`config.mk`:
```
export PLATFORM = sky130hd
export DESIGN_NAME = shift_sequencer
export DESIGN_NICKNAME = d
export VERILOG_FILES = /design/src/rtl/shift_sequencer.sv
export SDC_FILE = /design/constraint.sdc
export NUM_CORES = 1
export LEC_CHECK = 0
export CAP_MARGIN = 10
export CORE_ASPECT_RATIO = 2
export CORE_UTILIZATION = 44
export DETAILED_ROUTE_END_ITERATION = 7
export PLACE_DENSITY = 0.8
export SLEW_MARGIN = 20
export SYNTH_ARGS = -nofsm -noshare
export SYNTH_HDL_FRONTEND = slang
export SYNTH_SLANG_ARGS = --single-unit
```
`constraint.sdc`:
```
create_clock -name clk -period 3.5 [get_ports clk]
set_input_delay 1.05 -clock clk [delete_from_list [all_inputs] [get_ports clk]]
set_output_delay 1.05 -clock clk [all_outputs]
set_load 0.01 [all_outputs]
```
`src/rtl/shift_sequencer.sv`:
```
// Multi-cycle shift controller: splits a shift amount into greedy 8/2/1 steps
// executed on a shift-by-constant ALU, feeding the ALU result back each cycle.
module shift_sequencer #(
  parameter int DATA_W  = 32,
  parameter int SHAMT_W = 5
) (
  input  logic               clk,
  input  logic               rst,
  input  logic               start,
  input  logic [1:0]         op,
  input  logic [SHAMT_W-1:0] shamt,
  input  logic [DATA_W-1:0]  operand,
  input  logic               abort,
  input  logic [DATA_W-1:0]  alu_result,
  output logic [5:0]         alu_ctrl,
  output logic [DATA_W-1:0]  alu_a,
  output logic               busy,
  output logic               done,
  output logic [DATA_W-1:0]  result
);

  typedef enum logic [1:0] {
    IDLE,
    SHIFT,
    DONE
  } state_t;

  state_t             state;
  logic [DATA_W-1:0]  acc;
  logic [SHAMT_W-1:0] rem;
  logic [SHAMT_W-1:0] step;
  logic [SHAMT_W-1:0] rem_next;
  logic [1:0]         op_q;
  logic [1:0]         sel;

  // sel indexes the 1/2/8 code within each op's group of three ALU codes
  always_comb begin
    sel  = 2'd0;
    step = SHAMT_W'(1);
    if (rem >= SHAMT_W'(8)) begin
      sel  = 2'd2;
      step = SHAMT_W'(8);
    end else if (rem >= SHAMT_W'(2)) begin
      sel  = 2'd1;
      step = SHAMT_W'(2);
    end
    rem_next = rem - step;
  end

  // Outside SHIFT the ALU is parked on code 0 with a zero operand
  always_comb begin
    alu_ctrl = '0;
    alu_a    = '0;
    if (state == SHIFT) begin
      alu_a = acc;
      case (op_q)
        2'd0:    alu_ctrl = 6'h0A + 6'(sel);
        2'd1:    alu_ctrl = 6'h0D + 6'(sel);
        2'd2:    alu_ctrl = 6'h10 + 6'(sel);
        default: alu_ctrl = '0;
      endcase
    end
  end

  always_ff @(posedge clk) begin
    if (rst) begin
      state  <= IDLE;
      acc    <= '0;
      rem    <= '0;
      op_q   <= '0;
      result <= '0;
      done   <= 1'b0;
      busy   <= 1'b0;
    end else begin
      done <= 1'b0;
      case (state)
        IDLE: begin
          if (start && !abort) begin
            acc  <= operand;
            rem  <= shamt;
            op_q <= op;
            busy <= 1'b1;
            if (shamt == '0 || op == 2'd3) begin
              state  <= DONE;
              result <= operand;
              done   <= 1'b1;
            end else begin
              state <= SHIFT;
            end
          end
        end
        SHIFT: begin
          if (abort) begin
            state <= IDLE;
            busy  <= 1'b0;
          end else begin
            acc <= alu_result;
            rem <= rem_next;
            if (rem_next == '0) begin
              state  <= DONE;
              result <= alu_result;
              done   <= 1'b1;
            end
          end
        end
        default: begin
          state <= IDLE;
          busy  <= 1'b0;
        end
      endcase
    end
  end

endmodule

```
Yosys cells after proc, flatten, opt, wreduce, memory -nomap -nowiden
Index checks and enable logic that the tools add are counted.
{ "word_totals": {"regBits": 75, "latchBits": 0, "ram_bits": 0, "rom_bits": 0, "in_bits": 75, "wordCells": 67, "n_memories": 0} }
{ "classes": {"add_sub_neg": 4, "n_mul": 0, "div": 0, "order_cmp": 2, "eq_ne": 10, "shift": 0, "muxes": 31, "bitwise": 0, "reduce_logical": 13} }
{ "ops": {"columns": ["cell", "n"], "rows": [
  ["$mux 32", 7],
  ["$pmux 32 s2", 2],
  ["$pmux 6 s3", 1],
  ["$mux 2", 6],
  ["$add 4x2->5 const A", 2],
  ["$logic_not 5->1", 2],
  ["$mux 5", 2],
  ["$pmux 5 s2", 1],
  ["$ne 2x2->1 const B", 4],
  ["$mux 1", 7],
  ["$add 5x2->6 const A", 1],
  ["$mux 6", 1],
  ["$reduce_and 2->1", 3],
  ["$ge 5x2->1 const B", 1],
  ["$ge 5x4->1 const B", 1],
  ["$reduce_and 5->1", 1],
  ["$sub 5x5->5", 1],
  ["$eq 2x1->1 const B", 2],
  ["$eq 2x2->1 const B", 2],
  ["$logic_not 2->1", 2],
  ["$mux 4", 1],
  ["$pmux 1 s2", 2],
  ["$pmux 2 s2", 1],
  ["$ne 3x2->1 const B", 1],
  ["6 further kinds", 6]
]} }

Depth between registers and ports, before layout
Gate-level depths: netlist of run 1.
{ "logic_depth": {"word_depth": 8, "depth_mapped": 12, "mapped_depth_nobuf": 9} }

Worst setup path after synthesis of run 1
OpenSTA, ideal clock, no wires.
{ "synth_path": {"kind": "register to register", "from": "register rem[2]", "to": "register result[10]", "setup_ns": 0.081, "t_arrival_ns": 2.773, "slack_ns": 0.645, "path_stages_with_launch": 13, "path_buffers": 3, "cell_sequence": "dfxtp_1 buf_6 nor4_1 ha_1 inv_1 fa_1 or2_4 a221oi_4 o21ai_2 a211o_1 buf_6 buf_6 a211oi_2"} }
{ "synth_between": {"elab_chain_len": 7, "word_cells_on_any_way": 8, "cone_classes": "1 x add/sub; 2 x order compare; 1 x eq/ne; 2 x mux; 2 x reduce/logical"} }
{ "synth_rtl": {"columns": ["element", "line_no", "rtl"], "rows": [
  ["start, declared", "30", "logic [SHAMT_W-1:0] rem;"],
  ["start signal, assigned", "80", "rem <= shamt;"],
  ["start signal, assigned", "98", "rem <= rem_next;"],
  ["$ge 5x2->1", "43", "end else if (rem >= SHAMT_W'(2)) begin"],
  ["$mux 2", "43", null],
  ["$mux 4", "40", "if (rem >= SHAMT_W'(8)) begin"],
  ["$sub 5x5->5 *", "47", "rem_next = rem - step;"],
  ["$logic_not 5->1 *", "99", "if (rem_next == '0) begin"],
  ["$ne 2x1->1 (no line) *", null, null],
  ["$reduce_and 5->1 (no line) *", null, null],
  ["end signal, assigned", "85", "result <= operand;"],
  ["end signal, assigned", "101", "result <= alu_result;"],
  ["end, declared", "19", "output logic [DATA_W-1:0] result"]
]} }
Mark *: on every way between the ends. The rest lies on a longest branch, timed or not.
A chain may end at the register's enable or synchronous reset.

Worst setup path in the final report of run 1
{ "layout_path": {"from": "register rem[4]", "to": "output port alu_ctrl[0]"} }
{ "layout_between": {"elab_chain_len": 6, "word_cells_on_any_way": 9, "cone_classes": "3 x add/sub; 2 x order compare; 4 x mux"} }
{ "layout_rtl": {"columns": ["element", "line_no", "rtl"], "rows": [
  ["$ge 5x2->1", "43", null],
  ["$mux 1", "43", null],
  ["$mux 2 *", "40", null],
  ["$add 5x2->6, or another cell as far along", "59", "2'd2: alu_ctrl = 6'h10 + 6'(sel);"],
  ["$pmux 6 s3 *", "56", "case (op_q)"],
  ["$mux 6 *", "54", "if (state == SHIFT) begin"],
  ["end, declared", "15", "output logic [5:0] alu_ctrl,"]
]} }
Marked as above.

==> impl_results.md, run 1 <==
- Unrepaired setup endpoints after global routing: no
- DR iter-0 viols: between 200 and 300
- Switching power share of the total: a little over a quarter
- Max stage delay on crit path: 530 ps
- Core footprint: approximately 0.0084 sq mm
- Gate Count Post-Synth: between 400 and 500
- Fin Setup TNS: 0 ps
- Die width: slightly below 70 um
- WHS Path Cells: 2
- Fin. Hold Viols: 0
- WP data arrival: 2230 ps
- Number of enable flip-flop cells after synthesis: 0
- Setup ws final: between 200 and 250 ps
- Io pins: 147
- Vias: approximately 3800
- Min Hold Slack: 467 ps
- Comb power frac: approximately a fifth
- Largest net degree at the start of global routing: 68
- Nets: slightly below 700
- Skew-Pair Late Insertion Delay: roughly 330 ps
- Total GRT Usage: 26.6%
- DR DRC count: 0
- Synthesized area: approximately 0.0038 sq mm
- Kind of critical path: flip-flop to output pin
- Synth unique cells: between 40 and 50
- Die area: 0.00914 sq mm
- First-pass GRT wire length: between 15000 and 20000 um
- Asr flop ratio synth: 0%
- Main synth FF type: dfxtp_1
- LEAKAGE: between 1.5 and 2 nW
- Post-synthesis area per instance: ~7.9 sq um
- CP Launch Type: flip-flop
- Post-DRT Antenna Nets: 0
- RD Place Congestion: approximately 0.90
- Vias in the first global route: 3892
- Clock-pin slew on the worst setup and hold paths: 60 ps
- Register area share after synthesis: 39.0%
- Crit path max fanout: 7
- Max Cap Viol: 0
- Tmin final: 3280 ps
- Crit. End Element: output pin
- Status: finished, final reports clean
- Slew HR: between 40% and 50%
- Placed Area: between 0.005 and 0.006 sq mm
- Worst r2r path cells: 9
- Share of cells above drive strength 1: around 10%
- Row cnt: 47
- Synth-to-Final Area Change: 45.8%
- Avg Vias per Cell: roughly 5.4
- Dpl ws: 236 ps
- Clock buffer count from CTS: 9
- Crit-path cells: nor2_1, o21ai_0, mux2_2, nor2_1, clkdlybuf4s50_1
- Worst-margin pin slew: around 800 ps
- Flop and latch count out of synthesis: between 70 and 80
- Total internal power: approximately 1.7 mW
- Diode count: 0
- Most frequent CP cell: nor2_1
- TritonCTS clock tree: built
- # setup viols final: 0
- CP max stage cell: clkdlybuf4s50_1
- Final HPWL DP: between 8000 and 9000 um
- GR Overflow Total: 0
- TritonRoute pass-1 iters: 5
- Post-Route WL: between 10000 and 15000 um
- Worst EP required: 2450 ps
- Initial antenna violation count: 0
- Root Buffer: clkbuf_16
- Fin util: between 60 and 70%
- Hold-fix buffers, CTS: 0
- I/O Buffers: 145
- Starting Density: a little under half
- Max-slew violations: 0
- Yosys warns: 0
- Fmax: just over 300 MHz
- Sequential Power Share: between 40% and 50%
- Die Y: between 100 and 150 um
- Final Cycle Share: 93.7%
- Hold WC Path Type: flip-flop to flip-flop
- Final instance area: 0.00561 sq mm
- Switching pwr: between 600 and 700 uW
- Clock Sinks: 75
- Routed len/inst: between 15 and 20 um
- Clock group share of total power: 37.3%
- Power Dens Cells: a little over 400 mW/mm^2
- Syn nets: roughly 570
- Clk_skew: ~4 ps
- Peak VDD IR: 0.000324 V
- H-tree level count: 3
- Longest Clk Path Bufs: 2
-- layout by cell type, fill, tap and decap left out, types with 2 or more instances in the layout --
cell type        count
a211oi_1            39
nand2_1             73
buf_12               2
nor3b_1              2
o31a_1               2
xnor2_1              2
nor2_1              47
a21oi_1              4
inv_1               35
clkbuf_8             3
a211oi_2            28
dfxtp_1             75
ha_1                 3
nand3_1             32
nor3_1               6
and2_1              34
mux2i_1              2
buf_4                7
o211ai_1             2
clkdlybuf4s50_1    144
clkbuf_16            9
o21ai_0             33
o21ai_2              2
clkinv_2             2
-- cells in the mapped netlist (3+ instances only) --
library cell	number	area, sq um
dfxtp_1	75	1500
nand2_1	73	274
nor2_1	47	176
a211oi_1	39	293
inv_1	35	131
and2_1	34	213
clkbuf_1	34	128
o21ai_0	33	165
nand3_1	32	160
a211oi_2	28	350
nor3_1	7	35.0
buf_6	5	56.3
a21oi_1	4	20.0
buf_1	3	11.3
ha_1	3	37.5
-- routing by layer --
metal | vias up | GRT usage [%] | share of wire, %
met3 | 25 | 4.00 | 4.3
met4 | 0 | 15.4 | 3.6
met1 | 1785 | 28.1 | 36
met2 | 132 | 47.2 | 56
li1 | 1883 | - | -
met5 | - | 0 | 0
-- repair_timing --
item / CTS / global route
endpoints found under the setup margin: 0 / 4
gates resized for setup: 0 / 1
setup buffers: 0 / 0
-- sequential cells by signal, summed over array words and instances (netlist names) --
| name | count |
|---|---|
| op_q | 2 |
| rem | 5 |
| state | 2 |
| busy | 1 |
| result | 32 |
| done | 1 |
| acc | 32 |
-- worst max-delay path, delay by kind of cell, from the launching register on --
| kind | cells | cell delay, ps |
|---|---|---|
| multiplexers | 1 | 350 |
| flip-flops | 1 | 390 |
| AND/OR/NAND/NOR | 2 | 340 |
| AO/OA/AOI/OAI | 1 | 280 |
| buffers and inverters | 1 | 530 |
-- cells by family after synthesis --
family / after synthesis / synth area share (%)
muxes: 3 / 0.813
and+or+nand+nor: 205 / 24.6
AOI/OAI and AO/OA: 117 / 24.7
adders and majority gates: 4 / 1.50
DFF: 75 / 39.0
other: 1 / 0.0975
buffers and inverters: 79 / 8.82
xor gates and xnor gates: 2 / 0.456
-- final timing paths --
path	endpoint	slack [ps]	from
worst max-delay path	alu_ctrl[0]	220	rem[4]
worst min register to register	result[23]	470	result[23]
worst max register to register	result[26]	340	rem[2]
worst min-delay path	result[23]	470	result[23]
-- per-stage QoR --
step           std cells  total power [mW]
6_report             709              2.30
5_1_grt              709              2.41
4_1_cts              709              2.31
3_5_place_dp         694              1.45
3_3_place_gp         694              1.44
2_1_floorplan        486              1.24
-- power groups by stage --
stage | registers (mW) | logic, mW | clock network, mW
6_report | 0.949 | 0.490 | 0.857
5_1_grt | 0.955 | 0.535 | 0.916
4_1_cts | 0.949 | 0.491 | 0.874
3_5_place_dp | 0.966 | 0.487 | 0
3_3_place_gp | 0.964 | 0.479 | 0
2_1_floorplan | 0.966 | 0.270 | 0
-- final cells by class --
| type | instances | area (sq um) |
|---|---|---|
| Sequential cell | 75 | 1500 |
| Clock inverter | 2 | 10.0 |
| Clock buffer | 13 | 270 |
| Tap cell | 98 | 123 |
| Multi-Input combinational cell | 332 | 2030 |
| Inverter | 35 | 131 |
| Fill cell | 704 | 2740 |
| Timing Repair Buffer | 154 | 1540 |
Power figures use the tool's default switching activity.
==> inputs of run 2 (changes only) <==
--- a/config.mk
+++ b/config.mk
@@ -5,11 +5,13 @@
 export SDC_FILE = /design/constraint.sdc
 export NUM_CORES = 1
 export LEC_CHECK = 0
-export CAP_MARGIN = 10
+export CAP_MARGIN = 40
+export CELL_PAD_IN_SITES_DETAIL_PLACEMENT = 1
+export CELL_PAD_IN_SITES_GLOBAL_PLACEMENT = 2
 export CORE_ASPECT_RATIO = 2
-export CORE_UTILIZATION = 44
+export CORE_UTILIZATION = 24
 export DETAILED_ROUTE_END_ITERATION = 7
-export PLACE_DENSITY = 0.8
+export PLACE_DENSITY_LB_ADDON = 0.1
 export SLEW_MARGIN = 20
 export SYNTH_ARGS = -nofsm -noshare
 export SYNTH_HDL_FRONTEND = slang
==> run 2 against run 1 <==
  * Clock power increased by 10%
  * Maximum frequency fell by 0.51%
  * Register-to-register slack worse by 90 ps
  * Worst setup slack lost 17 ps
  * Clock skew grew 2.6 ps
  * Cell count is 15% higher
  * Die area up 81%
  * Total power rose by 4.9%
  * Critical path type unchanged
  * Critical endpoint unchanged
  * Highest routed layer unchanged
==> impl_results.md, run 2 (synthesized netlist as in run 1, its figures left out) <==
- # Post-CTS Setup Buffers: 0
- Final Cycle Share: ~94%
- Post-CTS Resized: 0
- First-pass GRT wire length: between 20000 and 25000 um
- # setup viols final: 0
- Diode count: 0
- H-tree level count: 3
- Slew HR: ~63%
- Initial antenna violation count: 0
- CP max stage cell: clkdlybuf4s50_1
- CP Launch Type: flip-flop
- Io pins: approximately 150
- Clock Sinks: between 70 and 80
- Peak VDD IR: 0.000225 V
- Starting Density: between 20 and 25%
- Max-slew violations: 0
- Fmax: between 300 and 400 MHz
- Nets: slightly below 700
- GR Overflow Total: 0
- Crit-path cells: o21ai_0, mux2_2, nor2_1, clkdlybuf4s50_1
- Total GRT Usage: about 18%
- WP data arrival: between 2000 and 2500 ps
- Die width: roughly 92 um
- Reg area: 0.00150 sq mm
- Unrepaired setup endpoints after global routing: no
- Row cnt: 65
- Worst-margin pin slew: 556 ps
- Commonest non-fill, non-tap cells in the layout: clkdlybuf4s50_1 (144), dfxtp_1 (75), nand2_1 (73)
- Clk_skew: 6.61 ps
- Leading cell type in the layout, fill and taps excluded: clkdlybuf4s50_1
- CP top delay family: buffers and inverters
- Fin Setup TNS: 0 ps
- TritonRoute pass-1 iters: 4
- Vias: between 3000 and 4000
- DR DRC count: 0
- Fin cells: between 800 and 900
- DR iter-0 viols: 89
- Post-Route WL: between 10000 and 15000 um
- LEAKAGE: approximately 2.0 nW
- Avg Vias per Cell: around 4.7
- Area taken by multi-input logic gates: just over 0.002 sq mm
- Largest registers: acc x32, result x32, rem x5
- Tmin final: between 3000 and 4000 ps
- Die Y: 181 um
- Crit path max fanout: 8
- Skew-Pair Late Insertion Delay: 330 ps
- Fin. Hold Viols: 0
- Max stage delay on crit path: between 500 and 600 ps
- Largest net degree at the start of global routing: 57
- Hold WC Path Type: flip-flop to flip-flop
- I/O Buffers: around 150
- Longest Clk Path Bufs: 2
- Share of cells above drive strength 1: 10.5%
- Clock buffer count from CTS: 9
- Post-DRT Antenna Nets: 0
- Layout fillers: around 1900
- Status: finished, final reports clean
- Placed Cells incl. Taps: around 800
- Max Cap Viol: 0
- Min Hold Slack: 456 ps
- Buf/Inv on CP: 1
- Power Dens Cells: 415 mW/mm^2
- Final HPWL DP: 10400 um
- Worst EP required: 2450 ps
- Kind of critical path: flip-flop to output pin
- TritonCTS clock tree: built
- Vias in the first global route: roughly 4000
- Crit. End Element: output pin
- Synth-to-Final Area Change: 51.0%
- Die area: roughly 0.017 sq mm
- Routed len/inst: about 18 um
- Core footprint: ~0.016 sq mm
- Root Buffer: clkbuf_16
- Hold-fix buffers, CTS: 0
- Clock-pin slew on the worst setup and hold paths: approximately 60 ps
- RD Place Congestion: 0.845
## run 2: cell types whose count changed in the layout (fill, tap and decap cells not counted), moves of 2 or more
cell        before  now
clkbuf_8         3    1
o21ai_2          2    0
clkinv_2         2    0
o21ai_4          0    2
clkinvlp_4       0    3
## run 2: cell type report
class	instances	area share [%]
multi-input combinational	332	35.2
timing repair buffer	154	27.1
sequential	75	25.9
tap	201	4.33
clock buffer	11	4.18
inverter	35	2.26
clock inverter	5	1.06
## run 2: worst paths after layout
path	startpoint	end	slack [ps]	cells after the start
hold reg to reg	result[25]	result[25]	460	2
setup reg to reg	rem[2]	result[20]	250	10
setup / recovery	rem[2]	alu_ctrl[0]	200	4
hold / removal	result[25]	result[25]	460	2
## run 2: per-layer routing
| metal | up-vias | wire length [um] | global-route usage, % |
|---|---|---|---|
| li1 | 1884 | - | - |
| met1 | 1822 | 5390 | 18.6 |
| met2 | 96 | 8140 | 34.3 |
| met3 | 11 | 571 | 3.24 |
| met4 | 0 | 226 | 5.46 |
| met5 | - | 0 | 0 |
## run 2: worst register-to-register path, cell delays in order (launching register included)
cell and delay (ps):
dfxtp_1 400, nor4_1 450, ha_1 250, inv_1 50, fa_1 430, or2_4 270
a221oi_4 350, o21ai_4 70, a211o_2 260, buf_4 290, a211oi_2 330
## run 2: where the power goes
part | internal, mW | switching [mW]
combinational | 0.245 | 0.272
sequential | 0.913 | 0.0362
clock | 0.574 | 0.368
## run 2: stage by stage
step / total power [mW] / setup WS [ps] / util [%] / instance area, sq um
after global routing: 2.54 / 51.6 / 37.0 / 5810
after CTS: 2.46 / 164 / 37.0 / 5800
after detailed placement: 1.49 / 205 / 35.0 / 5500
after global placement: 1.48 / 337 / 34.9 / 5470
final: 2.41 / 204 / 37.0 / 5810
after floorplan: 1.24 / 645 / - / 3850
